## src/rtl/ls27_test_sequencer.sv

```systemverilog
// Self-test sequencer for the 74LS27 triple 3-input NOR block.
// Walks eight vectors through all three gates at once and gives each vector
// SETTLE_CYCLES of settle time. It then compares the gate outputs with the NOR
// function. Per-gate failures are sticky, and the first failing vector is kept.
//
// Control protocol: start is a level sampled only in IDLE; once accepted, busy
// rises on the next cycle and stays high through the DONE cycle. done is a
// single-cycle pulse in DONE. pass, fail_mask and first_fail are valid from
// the done pulse and hold until the next accepted start.
module ls27_test_sequencer #(
  parameter int SETTLE_CYCLES = 2
) (
  input  logic       clk,
  input  logic       rst,
  input  logic       start,
  input  logic [2:0] gate_out,
  output logic [8:0] gate_in,
  output logic       busy,
  output logic       done,
  output logic       pass,
  output logic [2:0] fail_mask,
  output logic [2:0] first_fail,
  output logic [1:0] dbg_state
);

  typedef enum logic [1:0] {
    S_IDLE   = 2'd0,
    S_SETTLE = 2'd1,
    S_CHECK  = 2'd2,
    S_DONE   = 2'd3
  } state_e;

  localparam int CW = (SETTLE_CYCLES > 1) ? $clog2(SETTLE_CYCLES) : 1;
  localparam logic [CW-1:0] CNT_LAST = CW'(SETTLE_CYCLES - 1);

  state_e        state_q;
  logic [2:0]    vec_q;
  logic [CW-1:0] cnt_q;
  logic [2:0]    sample_q;
  logic [8:0]    gate_in_q;
  logic          busy_q;
  logic          done_q;
  logic          pass_q;
  logic [2:0]    fail_mask_q;
  logic [2:0]    first_fail_q;

  logic [2:0]    mism;
  logic [2:0]    fail_mask_d;
  logic [2:0]    first_fail_d;

  // Gate k is driven with (vec+k) mod 8 as {c,b,a}; the 3-bit adds wrap naturally.
  function automatic logic [8:0] vec_to_pins(input logic [2:0] v);
    vec_to_pins = {v + 3'd2, v + 3'd1, v};
  endfunction

  // A NOR output is 1 only when all three of its inputs are 0.
  function automatic logic [2:0] nor_expect(input logic [2:0] v);
    logic [2:0] v1;
    logic [2:0] v2;
    v1 = v + 3'd1;
    v2 = v + 3'd2;
    nor_expect = {v2 == 3'd0, v1 == 3'd0, v == 3'd0};
  endfunction

  // Compare the captured outputs with the expected NOR values and fold the result into the sticky flags.
  always_comb begin
    mism         = sample_q ^ nor_expect(vec_q);
    fail_mask_d  = fail_mask_q | mism;
    first_fail_d = first_fail_q;
    if ((fail_mask_q == 3'd0) && (mism != 3'd0)) begin
      first_fail_d = vec_q;
    end
  end

  // Sequencer FSM with registered outputs.
  // gate_out is captured on the edge that enters CHECK, after exactly
  // SETTLE_CYCLES of stable inputs. The comparison then retires at CHECK's
  // closing edge, so the settle window is S*Tclk and not (S+1)*Tclk.
  always_ff @(posedge clk or posedge rst) begin
    if (rst) begin
      state_q      <= S_IDLE;
      vec_q        <= 3'd0;
      cnt_q        <= '0;
      sample_q     <= 3'd0;
      gate_in_q    <= 9'd0;
      busy_q       <= 1'b0;
      done_q       <= 1'b0;
      pass_q       <= 1'b0;
      fail_mask_q  <= 3'd0;
      first_fail_q <= 3'd0;
    end else begin
      case (state_q)
        S_IDLE: begin
          gate_in_q <= 9'd0;
          if (start) begin
            state_q      <= S_SETTLE;
            vec_q        <= 3'd0;
            cnt_q        <= '0;
            pass_q       <= 1'b0;
            fail_mask_q  <= 3'd0;
            first_fail_q <= 3'd0;
            gate_in_q    <= vec_to_pins(3'd0);
            busy_q       <= 1'b1;
          end
        end
        S_SETTLE: begin
          if (cnt_q == CNT_LAST) begin
            sample_q <= gate_out;
            state_q  <= S_CHECK;
          end else begin
            cnt_q <= cnt_q + 1'b1;
          end
        end
        S_CHECK: begin
          fail_mask_q  <= fail_mask_d;
          first_fail_q <= first_fail_d;
          if (vec_q != 3'd7) begin
            vec_q     <= vec_q + 3'd1;
            cnt_q     <= '0;
            gate_in_q <= vec_to_pins(vec_q + 3'd1);
            state_q   <= S_SETTLE;
          end else begin
            // pass is resolved on entry to DONE so that it is valid alongside the done pulse.
            state_q   <= S_DONE;
            done_q    <= 1'b1;
            pass_q    <= (fail_mask_d == 3'd0);
            gate_in_q <= 9'd0;
          end
        end
        S_DONE: begin
          done_q  <= 1'b0;
          busy_q  <= 1'b0;
          state_q <= S_IDLE;
        end
        default: begin
          state_q <= S_IDLE;
        end
      endcase
    end
  end

  assign gate_in    = gate_in_q;
  assign busy       = busy_q;
  assign done       = done_q;
  assign pass       = pass_q;
  assign fail_mask  = fail_mask_q;
  assign first_fail = first_fail_q;
  assign dbg_state  = state_q;

endmodule

```

## config.mk

```make
export PLATFORM = sky130hd
export DESIGN_NAME = ls27_test_sequencer
export DESIGN_NICKNAME = d
export VERILOG_FILES = /design/src/rtl/ls27_test_sequencer.sv
export SDC_FILE = /design/constraint.sdc
export NUM_CORES = 1
export LEC_CHECK = 0
export ABC_AREA = 0
export BUFFER_PORTS_ARGS = -buffer_cell sky130_fd_sc_hd__buf_2
export CAP_MARGIN = 10
export CORE_MARGIN = 1
export CORE_UTILIZATION = 40
export DETAILED_ROUTE_END_ITERATION = 12
export GPL_TIMING_DRIVEN = 0
export PLACE_DENSITY = 0.67
export REMOVE_ABC_BUFFERS = 1
export SLEW_MARGIN = 20
export SYNTH_ARGS = -nofsm -noshare
export SYNTH_HDL_FRONTEND = slang
export SYNTH_SLANG_ARGS = --single-unit
```

## constraint.sdc

```tcl
create_clock -name clk -period 4.7 [get_ports clk]
set_input_delay 0.705 -clock clk [delete_from_list [all_inputs] [get_ports clk]]
set_output_delay 0.705 -clock clk [all_outputs]
set_load 0.02 [all_outputs]
```

==> flow_summary.ini <==
[status]
outcome = completed

[drt]
wl_mm = 2.58
met3_length_um = 124
drt_drc_violations_left = 0
met2_wirelength_mm = 1.22
antenna_violating_nets_post_route = 0
detailroute.via_count = 957
wl_met1_mm = 1.22
wire_per_inst_um = 13.9
first_iter_violations = 49
firstDrtPassIters = 4
routed_via_density = 5.17
topRoutingLayerUsed = met4

[placed_design]
detailedPlacementHpwl_mm = 1.82
gp_routability_congestion = 0.720
placement.cell_area_um2 = 1450
dpl.cell_count = 182
port_buffers = 25

[clock_network]
clock_insertion_delay_worst_skew_ps = 310
cts_hold_buf = 0
cts.sinks = 26
cts_inserted_buffers = 3
cts_clock_pin_slew_for_the_worst_setup_and_hold_paths_ps = 130
ctsRootBufferMaster = sky130_fd_sc_hd__clkbuf_4
clockBufferDepth = 2
h-tree-depth = 1
ctsResizeCount = 0
cts_tree = yes
post_cts_buffers = 0

[worst_setup_path]
crit_slowest_cell = sky130_fd_sc_hd__dfrtp_1
worstSetupEndpointType = output port
critical_path.top_delay_family = flip-flops
crit_path_max_incr_delay_ps = 950
critical_path.max_fanout = 29
worstPathCellList = buf_2
crit_path_start_kind = register
timing.critical_path.arrival_ps = 1560
path_class = register to output port
critical_path_required_ps = 3990
worst-path-buf-inv = 1

[cells_and_area]
proportion_of_layout_cells_with_a_drive_suffix_above_1_pct = 24.1
finalNetCount = 153
layoutNonFillerInstCount = 185
ff_latch_area_um2 = 651
antenna_cells_inserted = 0
finalInstanceArea_um2 = 1470
layout.filler_cells = 298
most_common_library_cell_in_the_layout_ignoring_fill_and_taps = sky130_fd_sc_hd__dfrtp_1
combined_area_of_the_multi_input_logic_cells_um2 = 604
synthToLayoutAreaGrowth_pct = 12.7
mostFrequentLayoutCells = sky130_fd_sc_hd__dfrtp_1 (26), sky130_fd_sc_hd__buf_2 (25), sky130_fd_sc_hd__nand2_1 (13), sky130_fd_sc_hd__a22o_1 (10), sky130_fd_sc_hd__a21oi_1 (8)

[timing]
worst_slew_pin_slew_ps = 967
max_freq_mhz = 441
post_route_setup_tns_ps = 0
setup_violations = 0
timing_hold_violations_final = 0
rsz0062_at_grt = false
finalWorstPathRequiredPeriod_ps = 2270
final-max-slew-violation-count = 0
hold-worst-slack_ps = 511
finalCritPeriodShare_pct = 48.2
timing.clock.skew_ps = 7.39
timing.max_slew.rel_slack_pct = 35.5

[die]
initial_core_util_pct = 42.4
io-pin-count = 26
floorplan_die_area_um2 = 3500
floorplan.rows = 20
core_region_area_um2 = 3080
fp.dieH_um = 59.1
chipWidth_um = 59.1

[synth]
postSynthAreaPerCell_um2 = 10.9
synth_sequential_area_ratio_pct = 49.8
synthesis.yosys.warnings = 0
synth_cell_types = 31
netlist_area_um2 = 1310
synth.ff_latch_count = 26
syn_inst = 120

[global_routing]
antenna_found_initial = 0
grt_pass1_vias = 903
gr-usage-all-layers_pct = 16.0
global_route_wire_length_before_repair_mm = 4.20
grt_max_degree = 30
grt_remaining_overflow = 0

[pwr]
irDropWorstVdd_v = 0.000343
powerDensity_nw_per_um2 = 653
leakage_power_total_nw = 0.728

[min_path]
hold_path_class = register to register

[flow_run]
drv.max_cap_violation_count = 0
-- cell usage after synthesis, drive strengths merged --
library cell | count | area share (%)
dfrtp | 26 | 50
nand2 | 13 | 3.7
a22o | 10 | 6.7
o21ai | 10 | 3.8
a21oi | 8 | 3.1
mux2 | 5 | 4.3
nor2 | 5 | 1.4
buf | 4 | 1.9
ha | 4 | 3.8
inv | 4 | 1.1
nor2b | 4 | 1.9
xnor2 | 4 | 3.3
clkbuf | 3 | 0.86
mux2i | 3 | 2.3
nand2b | 3 | 1.4
nand3b | 2 | 1.1
o21bai | 2 | 1.1
xor2 | 2 | 1.3
a21bo | 1 | 0.77
a41oi | 1 | 2.1
nand4 | 1 | 0.48
nor3 | 1 | 0.38
o21ba | 1 | 0.77
o22ai | 1 | 0.48
o31ai | 1 | 0.57
o41ai | 1 | 1.2
-- final cells by class --
| class | count | area share (%) |
|---|---|---|
| timing repair buffer | 25 | 8.50 |
| inverter | 4 | 1.02 |
| clock buffer | 3 | 1.53 |
| tap | 44 | 3.74 |
| multi-input combinational | 83 | 41.0 |
| sequential | 26 | 44.2 |
-- final timing paths --
| path | from | to | slack (ps) | cells after the start |
|---|---|---|---|---|
| setup reg to reg | vec_q[0] | pass | 2730 | 5 |
| hold / removal | gate_in[1] | gate_in[1] | 510 | 2 |
| min in group asynchronous | rst | pass | 590 | 2 |
| max in group asynchronous | rst | gate_in[3] | 3520 | 2 |
| setup / recovery | dbg_state[0] | dbg_state[0] | 2430 | 1 |
| hold reg to reg | gate_in[1] | gate_in[1] | 510 | 2 |
-- cells by family (layout without fill, tap and decap cells) --
logic type,count (synthesis),in the layout,share of synthesized area [%]
flops,26,26,49.8
fa+ha+maj,4,4,3.83
mux,8,8,6.61
compound gates,36,36,20.7
buf+inv,11,32,3.93
xor+xnor,6,6,4.60
simple gates,29,29,10.5
-- registers in the layout, summed over array words and instances, names as in the netlist --
register and cells:
pass 1, busy 1, cnt_q 1, gate_in 8, vec_q 3, fail_mask 3
first_fail 3, done 1, dbg_state 2, sample_q 3
-- per-layer routing --
metal / up-vias / track usage, %
met5: - / 0
met2: 28 / 26.6
met3: 2 / 3.93
met1: 460 / 21.8
li1: 467 / -
met4: 0 / 1.70
-- tightest hold or removal path: stages, from the launching register on --
cell and delay [ps]:
sky130_fd_sc_hd__dfrtp_1 370, sky130_fd_sc_hd__nand2_1 50, sky130_fd_sc_hd__o21ai_1 60
-- metrics by stage --
step	util (%)	setup slack [ps]	power, mW
final	47.8	2430	0.961
after global routing	47.8	2300	1.04
after CTS	47.8	2420	0.969
after detailed placement	47.1	2730	0.876
after global placement	47.1	2770	0.853
after floorplan	-	2950	0.740
-- power breakdown --
group          total, mW  internal (mW)  switching, mW
Clock             0.0920         0.0300         0.0620
Combinational      0.447          0.198          0.249
Sequential         0.423          0.298          0.125
Power figures use the tool's default switching activity.
